[src/rtl/vga_ctrl.sv]
// VGA timing generator: free-running h/v counters decoded into syncs, an active
// window, and a request window running one clock ahead for a registered pixel source.

module vga_axis #(
  parameter int TOTAL = 800
) (
  input  logic       clk,
  input  logic       rst_n,
  input  logic       en,
  output logic [9:0] cnt,
  output logic       last
);
  localparam logic [9:0] LAST = 10'(TOTAL - 1);

  logic [9:0] cnt_q, cnt_d;

  assign last = (cnt_q == LAST);
  assign cnt  = cnt_q;

  always_comb begin
    cnt_d = cnt_q;
    if (en) cnt_d = last ? 10'd0 : cnt_q + 10'd1;
  end

  always_ff @(posedge clk or negedge rst_n) begin
    if (!rst_n) cnt_q <= '0;
    else        cnt_q <= cnt_d;
  end
endmodule

module vga_ctrl #(
  parameter int H_SYNC   = 96,
  parameter int H_BACK   = 40,
  parameter int H_LEFT   = 8,
  parameter int H_VALID  = 640,
  parameter int H_RIGHT  = 8,
  parameter int H_FRONT  = 8,
  parameter int H_TOTAL  = 800,
  parameter int V_SYNC   = 2,
  parameter int V_BACK   = 25,
  parameter int V_TOP    = 8,
  parameter int V_VALID  = 480,
  parameter int V_BOTTOM = 8,
  parameter int V_FRONT  = 2,
  parameter int V_TOTAL  = 525
) (
  input  logic        vga_clk,
  input  logic        sys_rst_n,
  input  logic [15:0] pix_data,
  output logic [9:0]  pix_x,
  output logic [9:0]  pix_y,
  output logic        hsync,
  output logic        vsync,
  output logic        rgb_valid,
  output logic [15:0] rgb,
  output logic        frame_start,
  output logic [7:0]  frame_cnt
);
  // Window bounds carried at 11 bits so HA+H_VALID may reach 1024.
  localparam logic [10:0] HS    = 11'(H_SYNC);
  localparam logic [10:0] VS    = 11'(V_SYNC);
  localparam logic [10:0] HA    = 11'(H_SYNC + H_BACK + H_LEFT);
  localparam logic [10:0] HE    = 11'(H_SYNC + H_BACK + H_LEFT + H_VALID);
  localparam logic [10:0] VA    = 11'(V_SYNC + V_BACK + V_TOP);
  localparam logic [10:0] VE    = 11'(V_SYNC + V_BACK + V_TOP + V_VALID);
  localparam logic [9:0]  HA_M1 = 10'(H_SYNC + H_BACK + H_LEFT - 1);
  localparam logic [9:0]  VA_10 = 10'(V_SYNC + V_BACK + V_TOP);

  if ((H_SYNC + H_BACK + H_LEFT + H_VALID + H_RIGHT + H_FRONT != H_TOTAL) ||
      (H_TOTAL > 1024)) begin : g_bad_h
    $error("vga_ctrl: horizontal timing does not sum to H_TOTAL or exceeds 1024");
  end
  if ((V_SYNC + V_BACK + V_TOP + V_VALID + V_BOTTOM + V_FRONT != V_TOTAL) ||
      (V_TOTAL > 1024)) begin : g_bad_v
    $error("vga_ctrl: vertical timing does not sum to V_TOTAL or exceeds 1024");
  end

  logic [9:0]  cnt_h, cnt_v;
  logic        h_last, v_last;
  logic [10:0] h11, v11;
  logic        h_act, h_req, v_act, pix_data_req;

  vga_axis #(.TOTAL(H_TOTAL)) u_h (
    .clk(vga_clk), .rst_n(sys_rst_n), .en(1'b1), .cnt(cnt_h), .last(h_last)
  );
  vga_axis #(.TOTAL(V_TOTAL)) u_v (
    .clk(vga_clk), .rst_n(sys_rst_n), .en(h_last), .cnt(cnt_v), .last(v_last)
  );

  assign h11 = {1'b0, cnt_h};
  assign v11 = {1'b0, cnt_v};

  assign hsync = (h11 < HS);
  assign vsync = (v11 < VS);

  // The request window leads the active window by one clock so the generator's
  // registered output lines up with the active pixel it belongs to.
  assign h_act        = (h11 >= HA) && (h11 < HE);
  assign h_req        = (h11 >= HA - 11'd1) && (h11 < HE - 11'd1);
  assign v_act        = (v11 >= VA) && (v11 < VE);
  assign rgb_valid    = h_act && v_act;
  assign pix_data_req = h_req && v_act;

  assign pix_x = pix_data_req ? (cnt_h - HA_M1) : 10'h3FF;
  assign pix_y = pix_data_req ? (cnt_v - VA_10) : 10'h3FF;
  assign rgb   = rgb_valid ? pix_data : 16'h0000;

  logic       frame_start_q, frame_start_d;
  logic [7:0] frame_cnt_q, frame_cnt_d;

  always_comb begin
    frame_start_d = h_last && v_last;
    frame_cnt_d   = frame_cnt_q + {7'd0, frame_start_d};
  end

  always_ff @(posedge vga_clk or negedge sys_rst_n) begin
    if (!sys_rst_n) begin
      frame_start_q <= 1'b0;
      frame_cnt_q   <= 8'd0;
    end else begin
      frame_start_q <= frame_start_d;
      frame_cnt_q   <= frame_cnt_d;
    end
  end

  assign frame_start = frame_start_q;
  assign frame_cnt   = frame_cnt_q;
endmodule

[config.mk]
export PLATFORM = sky130hd
export DESIGN_NAME = vga_ctrl
export DESIGN_NICKNAME = d
export VERILOG_FILES = /design/src/rtl/vga_ctrl.sv
export SDC_FILE = /design/constraint.sdc
export NUM_CORES = 1
export LEC_CHECK = 0
export BUFFER_PORTS_ARGS = -buffer_cell sky130_fd_sc_hd__buf_2
export CELL_PAD_IN_SITES_DETAIL_PLACEMENT = 1
export CELL_PAD_IN_SITES_GLOBAL_PLACEMENT = 1
export CORE_MARGIN = 4
export CORE_UTILIZATION = 40
export DETAILED_ROUTE_END_ITERATION = 10
export GPL_TIMING_DRIVEN = 0
export PLACE_DENSITY_LB_ADDON = 0.1
export RECOVER_POWER = 50
export SYNTH_ARGS = -nofsm -noshare
export SYNTH_HDL_FRONTEND = slang
export SYNTH_SLANG_ARGS = --single-unit
[constraint.sdc]
create_clock -name vga_clk -period 4.6 [get_ports vga_clk]
set_input_delay 0.92 -clock vga_clk [delete_from_list [all_inputs] [get_ports vga_clk]]
set_output_delay 0.92 -clock vga_clk [all_outputs]
set_load 0.05 [all_outputs]
==> results.json <==
{
  "outcome": "finished, violations left",
  "violations": "capacitance limit, slew limit",
  "cts.sink_count": 29,
  "final.setup.tns_ns": 0,
  "start_kind": "flop",
  "synth_fp_nets": 249,
  "grt_max_degree": 30,
  "wl_mm": 6.038,
  "post_cts_resized": 0,
  "die_x_um": 79.82,
  "area_growth_pct": 24.20,
  "first_pass_iters": 4,
  "peakVddDrop_mv": 0.1911,
  "core_um2": 4848,
  "leakage_nw": 1.245,
  "track_usage": 0.1959,
  "crit_required_ns": 3.68,
  "syn_area_per_cell_um2": 9.170,
  "worst_slack_ns": 0.9748,
  "grt_pass1_wl_mm": 9.867,
  "rsz0062_at_grt": "no",
  "cts_hold_buf": 0,
  "power.total_uw": 548.0,
  "period_minus_slack_ns": 3.625,
  "path_cells": "ha_1, buf_2, nor4_1, nand3_1, a221oi_4, buf_6, and2_1, buf_2",
  "synth-main-ff-cell": "dfrtp_1",
  "synth_edf_count": 0,
  "hold_path_depth": 1,
  "crit_fanout": 10,
  "diodes": 0,
  "syn_inst": 225,
  "worstHoldEndpoint": "frame_cnt[7]$_DFF_PN0_",
  "period_share": 0.7881,
  "ios": 66,
  "slew_headroom": -0.07686,
  "place.gp.congestion": 0.8219,
  "final_max_slew_viol_count": 30,
  "synth-seq-cells": 29,
  "clk_pin_slew_worst_paths_ns": 0.07,
  "drc_errors": 0,
  "finalClockSkew_ns": 0.007287,
  "root_buffer": "clkbuf_8",
  "yosys_warnings": 0,
  "numCtsBuffers": 5,
  "syn_area_um2": 2063,
  "dieArea_um2": 6371,
  "power_density_nw_per_um2": 213.9,
  "hold_slack_ns": 0.4811,
  "drt.antenna.violating_nets": 0,
  "die_height_um": 79.82,
  "initial_core_util": 0.4255,
  "critPathArrivalTime_ns": 2.71,
  "critPathMaxStageDelay_ns": 0.47,
  "max_freq_mhz": 275.8,
  "maxCapViolations": 1,
  "fin_nets": 321,
  "drt_iter0_drc": 94,
  "fp-row-count": 25,
  "crit_slowest_cell": "dfrtp_1",
  "post-place-ws_ns": 1.267,
  "via_per_inst": 5.299,
  "reg2regPathDepth": 10,
  "reg2reg_to": "frame_cnt[7]$_DFF_PN0_",
  "finalHoldViolCount": 0,
  "tritoncts": "yes",
  "setup_viol": 0,
  "wl_per_cell_um": 16.54,
  "yosys.cell_types.count": 50,
  "synth.yosys.seq_area_share": 0.3517,
  "via_count": 1934,
  "rrSetupSlack_ns": 1.10,
  "crit_type": "flop to primary output",
  "crit_path_frequent_cell": "buf_2",
  "ys_async_sr_fraction": 1.000,
  "post_dp_cell_area_um2": 2472,
  "final_area_um2": 2562,
  "clk_latency_ns": 0.28,
  "min-delay-start": "frame_cnt[7]$_DFF_PN0_",
  "instances_no_fill": 365,
  "antenna_found_initial": 0,
  "grt_pass1_vias": 1971,
  "grt_overflow": 0,
  "clock_path_buffers": 2,
  "worst_pin_slew_ns": 1.615,
  "postCtsSetupBuffers": 0,
  "h-tree-depth": 2,
  "io_buffers": 65,
  "worst_r2r_startpoint": "u_h.cnt[0]$_DFF_PN0_",
  "final_core_util": 0.5285,
  "end_kind": "primary output",
  "placed_cells": 357,
  "drive_gt1_frac": 0.3020,
  "dpl.hpwl_mm": 4.592,
  "hold_path_class": "flop to flop"
}
-- state kept, by name, summed over array words and instances, names as in the netlist --
signal	flops
frame_start	1
u_v.cnt	10
u_h.cnt	10
frame_cnt	8
-- synthesized netlist by cell type, types with 3 or more instances --
master / instances / area, um^2
nor2b_1: 3 / 18.77
a21oi_1: 7 / 35.03
buf_2: 12 / 60.06
and3_1: 6 / 37.54
nand3b_1: 3 / 22.52
inv_1: 5 / 18.77
nor3_1: 4 / 20.02
dfrtp_1: 29 / 725.7
o21ai_0: 5 / 25.02
nand3_1: 28 / 140.1
clkbuf_1: 7 / 26.28
nor2_1: 9 / 33.78
nand4_1: 7 / 43.79
ha_1: 6 / 75.07
and4_1: 3 / 26.28
buf_6: 3 / 33.78
nand2_1: 6 / 22.52
xor2_1: 9 / 78.83
and2_1: 19 / 118.9
xnor2_1: 19 / 166.4
-- cell type report --
cell class	instances	area [um^2]
Multi-Input combinational cell	168	1180
Fill cell	616	2286
Clock buffer	6	82.58
Buffer	23	121.4
Sequential cell	29	725.7
Clock inverter	2	37.54
Inverter	5	18.77
Tap cell	67	83.83
Timing Repair Buffer	65	312.8
-- cell families (layout without fill, tap and decap cells) --
group           after synthesis  count (layout)  synth area share
simple gates                105             105            0.3160
buf+inv                      28             101           0.06913
mux                           1               1          0.004852
flops                        29              29            0.3517
compound gates               28              28            0.1031
fa+ha+maj                     6               6           0.03638
xor+xnor                     28              28            0.1189
-- power breakdown --
part / switching (mW) / internal [mW]
registers: 0 / 0.255
clock network: 0.105 / 0.176
logic: 0.00668 / 0.00488
-- worst max path at each step --
| stage | start | endpoint | slack [ns] | depth (start not counted) |
|---|---|---|---|---|
| global placement | u_v.cnt[0]$_DFFE_PN0N_ | rgb[9] | 1.30 | 8 |
| finish | u_v.cnt[1]$_DFFE_PN0N_ | rgb[8] | 0.97 | 8 |
| global route | u_v.cnt[1]$_DFFE_PN0N_ | rgb[9] | 0.75 | 8 |
| floorplan | u_h.cnt[5]$_DFF_PN0_ | hsync | 0.60 | 2 |
| detailed placement | u_v.cnt[0]$_DFFE_PN0N_ | rgb[9] | 1.27 | 8 |
| CTS | u_v.cnt[0]$_DFFE_PN0N_ | rgb[9] | 0.96 | 8 |
-- worst max-delay path: cells and delay by family (launching register included) --
family | cells | cell delay (ns)
flip-flops | 1 | 0.47
buffers and inverters | 3 | 0.61
AND/OR/NAND/NOR | 3 | 0.70
AO/OA/AOI/OAI | 1 | 0.42
adder cells (fa/ha/maj) | 1 | 0.22
-- layer usage --
metal,routed length [um],part of all wire,GRT usage,up-vias
met5,0,0,0,-
met4,58,0.0096,0.04899,0
met3,397,0.066,0.04402,4
met2,2946,0.49,0.3331,65
met1,2636,0.44,0.2509,934
li1,-,-,-,931
-- layout by cell type, fill, tap and decap left out, drive strengths merged, types with 2 or more instances in the layout --
cell    synthesis  final
dfrtp          29     29
buf            16     69
or2             2      2
a22o            3      3
nor4            4      4
xnor2          19     19
clkbuf          7     25
a21oi           7      7
inv             5      5
nand3          28     28
a21o            2      2
nand4           7      7
nand2           6      6
ha              6      6
o31ai           2      2
and2           20     20
and4            4      4
nand3b          3      3
nor2           10     10
xor2            9      9
or4             3      3
and3            6      6
nor3            6      6
nor2b           3      3
o21ai           7      7
Power figures use the tool's default switching activity.
